### src/rtl/transmit_ordered_set.sv
// transmit_ordered_set
// GMII transmit side of a 1000BASE-X PCS: turns the tx_en/tx_er/txd stream
// into ordered-set requests (/I/ /S/ /D/ /T/ /R/ /V/) for the code-group
// encoder. It keeps /S/ on an even code-group position and pads the end of
// a packet with /R/ so that the idle that follows starts even.
//
// Optional feature: define CARRIER_EXT_EN to add the EXTEND state, which
// handles carrier extension after /T/. Without it, tx_er while tx_en=0 is
// ignored.
//
// Stream contract: there is no valid/ready pair. A code group is produced
// on every gtx_clk edge, and every output is registered. The inputs sampled
// at edge k show up on the outputs just after edge k.
module transmit_ordered_set (
    input  logic       gtx_clk,
    input  logic       reset_l,
    input  logic [7:0] txd,
    input  logic       tx_en,
    input  logic       tx_er,
    input  logic       xmit_data,
    input  logic       receiving,
    output logic [2:0] tx_o_set,
    output logic [7:0] tx_data,
    output logic       tx_even,
    output logic       transmitting,
    output logic       col,
    output logic [7:0] tx_err_cnt,
    output logic [2:0] state_dbg
);

    localparam logic [2:0] OS_I = 3'd0;
    localparam logic [2:0] OS_S = 3'd1;
    localparam logic [2:0] OS_D = 3'd2;
    localparam logic [2:0] OS_T = 3'd3;
    localparam logic [2:0] OS_R = 3'd4;
    localparam logic [2:0] OS_V = 3'd5;

    typedef enum logic [2:0] {
        S_IDLE   = 3'd0,
        S_SOP    = 3'd1,
        S_DATA   = 3'd2,
        S_EOP_T  = 3'd3,
        S_EOP_R1 = 3'd4,
        S_EOP_R2 = 3'd5
`ifdef CARRIER_EXT_EN
        ,
        S_EXTEND = 3'd6
`endif
    } state_t;

    state_t state;
    // Set once the current packet has been counted as errored.
    logic   pkt_err;

`ifdef CARRIER_EXT_EN
    // Carrier-extend request: tx_en low, tx_er high, txd = 8'h0F.
    logic   ext_cond;

    // Decode the carrier-extend request from the GMII inputs.
    always_comb begin
        ext_cond = !tx_en && tx_er && (txd == 8'h0F);
    end
`endif

    // The FSM state is exposed for debugging.
    assign state_dbg = state;

    // Saturating increment for the error counter.
    function automatic logic [7:0] sat_inc(input logic [7:0] v);
        return (v == 8'hFF) ? v : v + 8'd1;
    endfunction

    // Ordered-set FSM. It drives every registered output, the position
    // parity, the collision flag and the error count.
    always_ff @(posedge gtx_clk or negedge reset_l) begin
        if (!reset_l) begin
            state        <= S_IDLE;
            tx_o_set     <= OS_I;
            tx_data      <= 8'h00;
            tx_even      <= 1'b1;
            transmitting <= 1'b0;
            col          <= 1'b0;
            tx_err_cnt   <= 8'h00;
            pkt_err      <= 1'b0;
        end else begin
            tx_even <= ~tx_even;
            col     <= transmitting & receiving;

            if (!xmit_data) begin
                // Forced idle. An abort in the middle of a packet counts as an error.
                state        <= S_IDLE;
                tx_o_set     <= OS_I;
                tx_data      <= 8'h00;
                transmitting <= 1'b0;
                if ((state == S_SOP || state == S_DATA) && !pkt_err) begin
                    pkt_err    <= 1'b1;
                    tx_err_cnt <= sat_inc(tx_err_cnt);
                end
            end else begin
                case (state)
                    S_IDLE: begin
                        tx_data <= 8'h00;
                        // Start only when the next group is even, so /S/ lands even.
                        if (tx_en && !tx_even) begin
                            state        <= S_SOP;
                            tx_o_set     <= OS_S;
                            transmitting <= 1'b1;
                            pkt_err      <= 1'b0;
                        end else begin
                            state        <= S_IDLE;
                            tx_o_set     <= OS_I;
                            transmitting <= 1'b0;
                        end
                    end

                    S_SOP, S_DATA: begin
                        if (tx_en) begin
                            state        <= S_DATA;
                            transmitting <= 1'b1;
                            if (tx_er) begin
                                tx_o_set <= OS_V;
                                tx_data  <= 8'h00;
                                if (!pkt_err) begin
                                    pkt_err    <= 1'b1;
                                    tx_err_cnt <= sat_inc(tx_err_cnt);
                                end
                            end else begin
                                tx_o_set <= OS_D;
                                tx_data  <= txd;
                            end
                        end else begin
                            state        <= S_EOP_T;
                            tx_o_set     <= OS_T;
                            tx_data      <= 8'h00;
                            transmitting <= 1'b0;
                        end
                    end

                    S_EOP_T: begin
                        state        <= S_EOP_R1;
                        tx_o_set     <= OS_R;
                        tx_data      <= 8'h00;
                        transmitting <= 1'b0;
                    end

                    S_EOP_R1: begin
                        tx_data      <= 8'h00;
                        transmitting <= 1'b0;
`ifdef CARRIER_EXT_EN
                        if (ext_cond) begin
                            state        <= S_EXTEND;
                            tx_o_set     <= OS_R;
                            transmitting <= 1'b1;
                        end else
`endif
                        // Add a second /R/ when needed so the idle that follows starts even.
                        if (!tx_even) begin
                            state    <= S_IDLE;
                            tx_o_set <= OS_I;
                        end else begin
                            state    <= S_EOP_R2;
                            tx_o_set <= OS_R;
                        end
                    end

                    S_EOP_R2: begin
                        state        <= S_IDLE;
                        tx_o_set     <= OS_I;
                        tx_data      <= 8'h00;
                        transmitting <= 1'b0;
                    end

`ifdef CARRIER_EXT_EN
                    S_EXTEND: begin
                        tx_data <= 8'h00;
                        if (ext_cond) begin
                            state        <= S_EXTEND;
                            tx_o_set     <= OS_R;
                            transmitting <= 1'b1;
                        end else if (tx_er) begin
                            // A malformed extension becomes /V/ and marks the packet errored.
                            state        <= S_EXTEND;
                            tx_o_set     <= OS_V;
                            transmitting <= 1'b1;
                            if (!pkt_err) begin
                                pkt_err    <= 1'b1;
                                tx_err_cnt <= sat_inc(tx_err_cnt);
                            end
                        end else if (!tx_even) begin
                            state        <= S_IDLE;
                            tx_o_set     <= OS_I;
                            transmitting <= 1'b0;
                        end else begin
                            state        <= S_EOP_R2;
                            tx_o_set     <= OS_R;
                            transmitting <= 1'b0;
                        end
                    end
`endif

                    default: begin
                        state        <= S_IDLE;
                        tx_o_set     <= OS_I;
                        tx_data      <= 8'h00;
                        transmitting <= 1'b0;
                    end
                endcase
            end
        end
    end

endmodule
### config.mk
export PLATFORM = sky130hd
export DESIGN_NAME = transmit_ordered_set
export DESIGN_NICKNAME = d
export VERILOG_FILES = /design/src/rtl/transmit_ordered_set.sv
export SDC_FILE = /design/constraint.sdc
export NUM_CORES = 1
export LEC_CHECK = 0
export CAP_MARGIN = 0
export CORE_MARGIN = 3
export CORE_UTILIZATION = 47
export CTS_BUF_LIST = sky130_fd_sc_hd__clkbuf_16
export DETAILED_ROUTE_END_ITERATION = 16
export PLACE_DENSITY = 0.83
export SYNTH_ARGS = -nofsm -noshare
export SYNTH_HDL_FRONTEND = slang
export SYNTH_SLANG_ARGS = --single-unit
export TNS_END_PERCENT = 5
### constraint.sdc
create_clock -name gtx_clk -period 4.32 [get_ports gtx_clk]
set_input_delay 0.864 -clock gtx_clk [delete_from_list [all_inputs] [get_ports gtx_clk]]
set_output_delay 0.864 -clock gtx_clk [all_outputs]
set_load 0.005 [all_outputs]
# Word level (Yosys, flattened, before mapping)
# Index checks and enable logic that the tools add are counted.
[classes]
add_sub_neg = 1
n_eq_ne = 13
muxes = 31
bitwise_logic = 2
n_reduce_logical = 10
[op_table]
columns = ["operator", "n"]
rows = [
  ["8-bit two-way mux", 11],
  ["3-bit case mux with 4 select lines", 2],
  ["3-bit two-way mux", 6],
  ["1-bit two-way mux", 10],
  ["5-bit AND reduction", 2],
  ["3-bit != test, second input constant", 3],
  ["8-bit by 1-bit adder with 8-bit output, second input constant", 1],
  ["8-bit equality test, second input constant", 1],
  ["3-bit by 2-bit equality test with 1-bit output, second input constant", 2],
  ["2-bit != test, second input constant", 3],
  ["1-bit case mux with 2 select lines", 2],
  ["3-bit by 1-bit equality test with 1-bit output, second input constant", 1],
  ["3-bit equality test, second input constant", 1],
  ["3-bit logical NOT", 1],
  ["3-bit by 1-bit != test with 1-bit output, second input constant", 1],
  ["1-bit logical AND", 2],
  ["1-bit logical NOT", 2],
  ["2-bit by 1-bit != test with 1-bit output, second input constant", 1],
  ["2-bit nonzero test", 1],
  ["2-bit OR reduction", 1],
  ["1-bit AND", 1],
  ["1-bit logical OR", 1],
  ["1-bit NOT", 1],
]
[word_totals]
ff_bits = 26
in_bits = 14
out_inout_bits = 25
elab_cells = 65

# Depth between registers and ports, before layout
# Gate-level depths: netlist (run 1).
[depth]
ltp_word = 7
mapped_depth = 6
depth_no_buf = 5

# Least setup slack after synthesis (run 1)
# No wires, ideal clock.
[synth_path]
kind = "in2reg"
from = "input port xmit_data"
to = "register tx_err_cnt[1]"
setup_time_ns = 0.125
arrival_time_ns = 2.023
required_ns = 4.195
path_slack_ns = 2.172
path_stages = 5
n_path_buf = 1
cell_sequence = "a21boi_0 or4_1 buf_2 nor2_1 mux2_2"
[synth_between]
elab_chain_cells = 2
elab_cells_between_ends = 7
classes_between = "eq/ne: 4; mux: 1; reduce/logical: 2"
[synth_lines]
columns = ["element", "line_no", "text"]
rows = [
  ["from (decl)", "20", "input logic xmit_data,"],
  ["2-bit by 1-bit != test with 1-bit output (no source line) (tied with other cells)", "n/a", ""],
  ["5-bit AND reduction (no source line)", "n/a", ""],
  ["to (signal assigned)", "97", "tx_err_cnt <= sat_inc(tx_err_cnt);"],
  ["to (signal assigned)", "125", "tx_err_cnt <= sat_inc(tx_err_cnt);"],
  ["to (decl)", "27", "output logic [7:0] tx_err_cnt,"],
]
# Several ways; a longest one is shown, not always the timed one.
# A chain may end at the register's enable or synchronous reset.

# Worst setup path in the final report (run 1)
[layout_path]
from = "input port tx_en"
to = "register tx_err_cnt[1]"
[layout_between]
elab_chain_cells = 2
[layout_lines]
columns = ["element", "line_no", "text"]
rows = [
  ["from (decl)", "18", "input logic tx_en,"],
  ["2-bit != test (no source line)", "n/a", ""],
  ["5-bit AND reduction (no source line)", "n/a", ""],
]
# Every way passes these cells.

==> flow_metrics.py, run 1 <==
metrics = {
    "sta": {
        "tns_ps": 0,
        "slew_headroom_pct": 25.0,
        "worstMarginPinSlew_ps": 1120,
        "hold-worst-slack_ps": 481,
        "fmax_ghz": 0.373,
        "grt_setup_unrepaired": "false",
        "drv_slew": 0,
        "clock_skew_ps": 3.33,
        "setup_viol": 0,
        "period_needed_ps": 2680,
        "fin_crit_sh_pct": 62.0,
        "final-hold-violation-count": 0,
    },
    "cts": {
        "cts_hold_buf": 0,
        "clock_sinks": 26,
        "cts_buffers": 3,
        "root_buffer": "clkbuf_16",
        "cts_tree": "done",
        "clk_latency_ps": 250,
        "cts_max_level": 1,
        "cts_resized": 0,
        "path_clk_slew_ps": 60,
        "cts.path.max_buffers": 2,
        "post-cts-setup-buffers": 0,
    },
    "yosys": {
        "ys_warn_count": 0,
        "syn_nets": 107,
        "synthesis.area_um2": 1090,
        "synth_most_common_cell": "dfrtp_1",
        "synthFlopType": "dfrtp_1",
        "yosys-top-cells-count": "25 x dfrtp_1, 11 x and2_1, 8 x nor2_1",
        "yosysTopAreaCellShare_pct": 57.3,
        "ys_types": 32,
        "synth_edf_count": 0,
        "seq_area_frac_synth_pct": 59.7,
        "avgSynthCellArea_um2": 11.9,
        "syn_inst": 92,
        "async_reset_ff_share_pct": 100,
        "ys_top_cells_by_area": "dfrtp_1 57%, and2_1 6.3%, xor2_1 5.6%",
        "ys_seq_elements": 26,
        "synth_top_area_cell": "dfrtp_1",
    },
    "grt": {
        "met1_usage_pct": 22.2,
        "antenna_found_initial": 0,
        "grt_use_met2_pct": 34.7,
        "grt_usage_pct": 18.9,
        "grt_pass1_wl_um": 3930,
        "grt_overflow_total": 0,
        "grt_pass1_vias": 826,
        "grt_max_degree": 27,
        "gr-usage-met3_pct": 3.81,
        "grt.busiest_layer": "met2",
    },
    "floorplanning": {
        "rows": 16,
        "io_pins": 39,
        "fp.coreArea_um2": 2080,
        "die_area_um2": 2940,
        "start_util_pct": 52.5,
        "die_h_um": 54.2,
        "die_width_um": 54.2,
    },
    "cells_and_area": {
        "antenna-diode-count": 0,
        "multiInputGateArea_um2": 419,
        "ff_latch_area_um2": 652,
        "drive_gt1_share_pct": 4.55,
        "final_area_um2": 1580,
        "final_nets": 148,
        "n_fill_cell": 147,
        "area_growth_pct": 44.2,
    },
    "placed_design": {
        "placed_cell_area_um2": 1500,
        "place_congestion": 0.815,
        "dp_hpwl_um": 1610,
        "portBuffers": 38,
    },
    "worst_setup_path": {
        "crit_chain": "clkdlybuf4s50_1 > a21boi_0 > or4_1 > nor2_1 > mux2_2",
        "start_kind": "primary input",
        "cp-end-kind": "flop",
        "critical_path_class": "in2reg",
        "path_delay_family": "simple AND/OR/NAND/NOR gates",
        "path_max_fanout": 8,
        "cp.arrival_ps": 2820,
        "cp.required_ps": 4460,
        "slowest_delay_ps": 610,
        "path_buf_inv": 1,
        "slowest_stage": "clkdlybuf4s50_1",
    },
    "power_and_ir_drop": {
        "p_per_area_nw_per_um2": 432,
        "p_leak_nw": 0.695,
        "max-vdd-ir-drop_mv": 0.272,
    },
    "routing": {
        "final_antenna_net_count": 0,
        "vias": 823,
        "drt_pre_antenna_iters": 4,
        "drt-total-wl_um": 2420,
        "first_iter_violations": 11,
        "drc": 0,
        "routedWlPerCell_um": 15.2,
        "post_drt_via_cell_ratio": 5.18,
    },
    "run_status": {
        "run_status": "complete, no violations",
    },
    "job": {
        "maxCapViolCount": 0,
    },
    "hold_path": {
        "hp-class": "reg2reg",
    },
}
-- final cells by class --
| class | count | area share (%) |
|---|---|---|
| Sequential cell | 26 | 41.4 |
| Inverter | 3 | 0.715 |
| Clock buffer | 3 | 4.77 |
| Multi-Input combinational cell | 61 | 26.6 |
| Tap cell | 27 | 2.14 |
| Timing Repair Buffer | 38 | 24.1 |
| Clock inverter | 1 | 0.238 |
-- per-stage QoR --
step / util, % / std cells / setup WS, ps / power (mW)
2_1_floorplan: - / 92 / 2170 / 0.380
3_3_place_gp: 71.9 / 155 / 1480 / 0.467
3_5_place_dp: 71.9 / 155 / 1430 / 0.474
4_1_cts: 75.7 / 159 / 1630 / 0.685
5_1_grt: 75.7 / 159 / 1510 / 0.716
6_report: 75.7 / 159 / 1640 / 0.681
-- worst reg2reg max path: stages, from the launching register on --
cell and delay (ps):
dfrtp_1 470, xnor2_1 240, or4_1 650, nor2_1 250, mux2_2 350
-- worst paths after layout --
path / from / to / cells past startpoint / slack, ps
worst max-delay path: tx_en / tx_err_cnt[1]$_DFFE_PN0P_ / 5 / 1640
worst min-delay path: transmitting$_DFF_PN0_ / col$_DFF_PN0_ / 1 / 480
worst max register to register: state_dbg[1]$_DFF_PN0_ / tx_err_cnt[1]$_DFFE_PN0P_ / 4 / 2240
worst min register to register: transmitting$_DFF_PN0_ / col$_DFF_PN0_ / 1 / 480
max in group asynchronous: reset_l / tx_err_cnt[7]$_DFFE_PN0P_ / 1 / 2440
min in group asynchronous: reset_l / tx_err_cnt[6]$_DFFE_PN0P_ / 1 / 1210
-- sequential cells by signal, indices dropped and copies added (netlist names) --
name,flops
tx_data,8
tx_err_cnt,8
state_dbg,3
tx_o_set,3
col,1
pkt_err,1
transmitting,1
tx_even,1
-- routing by layer --
layer,share of wire (%),routed length [µm],vias to the layer above
met5,0,0,-
met4,0.29,7,0
met3,4.3,105,2
met2,56,1360,20
met1,39,940,401
li1,-,-,400
-- logic make-up after synthesis --
logic type / share of synthesized area (%)
simple gates: 19.9
mux: 2.86
compound gates: 8.02
buf+inv: 1.95
xor+xnor: 6.41
fa+ha+maj: 1.15
flops: 59.7
-- cell usage in the layout, fill, tap and decap left out, types with 2 or more instances in the layout --
cell type / synthesis / routed
clkdlybuf4s50_1: 0 / 38
dfrtp_1: 25 / 25
and2_1: 11 / 11
nor2_1: 8 / 8
xor2_1: 7 / 7
nand2b_1: 4 / 4
inv_1: 3 / 4
nand3_1: 3 / 3
clkbuf_16: 0 / 3
nor3_1: 2 / 2
and3_1: 2 / 2
mux2i_1: 2 / 2
nand2_1: 2 / 2
nor4_1: 2 / 2
-- report_power, final --
| group | switching [mW] | total, mW | internal [mW] | leakage, nW |
|---|---|---|---|---|
| logic | 0.0620 | 0.159 | 0.0974 | 0.318 |
| registers | 0.0424 | 0.320 | 0.278 | 0.334 |
| clock network | 0.0777 | 0.201 | 0.124 | 0.0423 |
| total | 0.182 | 0.681 | 0.499 | 0.695 |
No activity file was read; power rests on OpenSTA's default activity.
==> run 2: changes to the inputs <==
- CORE_UTILIZATION: 47 -> 39
- PLACE_DENSITY: 0.83 -> 0.74
- clock period: 4.32 -> 2.3 ns (I/O delays scaled with it)
==> run 2 against run 1 <==
  * Clock power up 85%
  * Clock-buffer cell count is the same
  * Global-route usage fell by 5.3 points
  * Non-clock buffer count is 7 higher
  * Register-to-register slack got worse by 1900 ps
  * Core utilization down 12 points
  * Via count grew 3.9%
  * Sequential share of layout area down 1.4 points
  * Sequential cell count unchanged
  * Design area increased by 3.6%
  * Clock skew rose by 0.88 ps
  * Combinational power grew 89%
  * Critical endpoint unchanged
  * Highest routed layer unchanged
==> flow_metrics.py, run 2 (synthesis results as in run 1) <==
metrics = {
    "cells_and_area": {
        "fin_cells": 169,
        "layout_commonest_cell": "clkdlybuf4s50_1",
        "area_growth_pct": 49.4,
        "final_nets": 155,
        "layout_common_cells": "38 x clkdlybuf4s50_1, 25 x dfrtp_1, 11 x and2_1, 8 x nor2_1",
        "antenna-diode-count": 0,
        "drive_gt1_share_pct": 9.35,
        "reg_top3": "tx_data x8, tx_err_cnt x8",
    },
    "power_and_ir_drop": {
        "p_int_mw": 0.945,
        "p_clk_share_pct": 29.4,
        "p_comb_share_pct": 23.7,
        "p_per_area_nw_per_um2": 776,
        "switching_power_mw": 0.321,
        "swShare_pct": 25.4,
        "total_power_mw": 1.27,
        "max-vdd-ir-drop_mv": 0.608,
        "p_leak_nw": 0.729,
        "power_frac_seq_pct": 46.9,
    },
    "hold_path": {
        "hp-class": "reg2reg",
        "hold_depth": 1,
    },
    "floorplanning": {
        "die_area_um2": 3470,
        "die_h_um": 58.9,
        "die_width_um": 58.9,
        "fp.coreArea_um2": 2570,
        "io_pins": 39,
        "start_util_pct": 42.5,
        "rows": 18,
    },
    "worst_setup_path": {
        "crit_chain": "clkdlybuf4s50_1 > a21boi_0 > or4_1 > nor2_1 > mux2_2",
        "slowest_delay_ps": 520,
        "cp-end-kind": "flop",
        "slowest_stage": "or4_1",
        "reg2reg_depth": 4,
        "critical_path_class": "in2reg",
        "path_max_fanout": 5,
        "start_kind": "primary input",
        "path_buf_inv": 1,
        "cp.depth": 5,
        "cp.arrival_ps": 2150,
        "path_delay_family": "simple AND/OR/NAND/NOR gates",
        "cp.required_ps": 2440,
    },
    "grt": {
        "grt_max_degree": 27,
        "grt_pass1_wl_um": 3610,
        "grt_overflow_total": 0,
        "grt_pass1_vias": 810,
        "grt_usage_pct": 13.6,
        "antenna_found_initial": 0,
    },
    "run_status": {
        "run_status": "complete, no violations",
    },
    "sta": {
        "drv_slew": 0,
        "tns_ps": 0,
        "worstMarginPinSlew_ps": 384,
        "clock_skew_ps": 4.21,
        "fin_crit_sh_pct": 87.3,
        "slew_headroom_pct": 74.2,
        "layout_setup_ws_ps": 293,
        "fmax_ghz": 0.498,
        "setup_viol": 0,
        "period_needed_ps": 2010,
        "grt_setup_unrepaired": "false",
        "final-hold-violation-count": 0,
    },
    "cts": {
        "post-cts-setup-buffers": 0,
        "path_clk_slew_ps": 60,
        "cts_hold_buf": 0,
        "cts.path.max_buffers": 2,
        "cts_resized": 0,
        "cts_max_level": 1,
        "cts_tree": "done",
        "cts_buffers": 3,
        "clk_latency_ps": 250,
        "clock_sinks": 26,
        "root_buffer": "clkbuf_16",
    },
    "routing": {
        "drc": 0,
        "drt_pre_antenna_iters": 4,
        "first_iter_violations": 11,
        "post_drt_via_cell_ratio": 5.06,
        "drt-total-wl_um": 2100,
        "routedWlPerCell_um": 12.4,
        "vias": 855,
        "final_antenna_net_count": 0,
    },
    "placed_design": {
        "dp.cells": 165,
        "place_congestion": 0.763,
        "portBuffers": 38,
        "dp_hpwl_um": 1640,
        "dp_slack_ps": 35.0,
    },
    "job": {
        "maxCapViolCount": 0,
    },
}
## run 2: cell count changes in the layout (fill, tap and decap cells not counted), sizes merged
| cell | before | now |
|---|---|---|
| buf | 0 | 7 |
## run 2: area by class of cell
type,instances,area (µm²)
inverter,3,11.3
clock inverter,1,3.75
timing repair buffer,45,433
clock buffer,3,75.1
tap,30,37.5
sequential,26,652
multi-input combinational,61,419
fill,217,936
## run 2: final timing paths
| kind | end | slack [ps] | startpoint |
|---|---|---|---|
| setup / recovery | tx_err_cnt[1]$_DFFE_PN0P_ | 290 | tx_er |
| hold / removal | col$_DFF_PN0_ | 480 | transmitting$_DFF_PN0_ |
| setup reg to reg | tx_err_cnt[1]$_DFFE_PN0P_ | 320 | state_dbg[1]$_DFF_PN0_ |
| hold reg to reg | col$_DFF_PN0_ | 480 | transmitting$_DFF_PN0_ |
| max in group asynchronous | tx_even$_DFF_PN1_ | 1440 | reset_l |
| min in group asynchronous | tx_err_cnt[4]$_DFFE_PN0P_ | 570 | reset_l |
## run 2: routing by layer
metal	track usage, %	share of wire [%]	up-vias
met5	0	0	-
met4	3.88	0.38	0
met3	5.04	9.9	2
met2	20.3	46	36
met1	18.6	44	406
li1	-	-	411
## run 2: power by group through the flow
stage	clock [mW]	combinational [mW]	sequential (mW)
after global placement	0	0.296	0.599
after global routing	0.406	0.335	0.607
after detailed placement	0	0.305	0.605
final	0.372	0.300	0.594
after floorplan	0	0.121	0.593
after CTS	0.385	0.307	0.597
## run 2: worst register-to-register path, stage by stage (launching register included)
cell and delay [ps]:
dfrtp_1 460, xnor2_1 230, or4_1 610, nor2_1 220
mux2_2 360
## run 2: stage by stage
step | area [µm²] | hold slack, ps | util, %
global placement | 1550 | 458 | 60.5
floorplan | 1090 | 164 | -
CTS | 1630 | 485 | 63.5
finish | 1630 | 481 | 63.5
detailed placement | 1550 | 471 | 60.5
global route | 1630 | 509 | 63.5
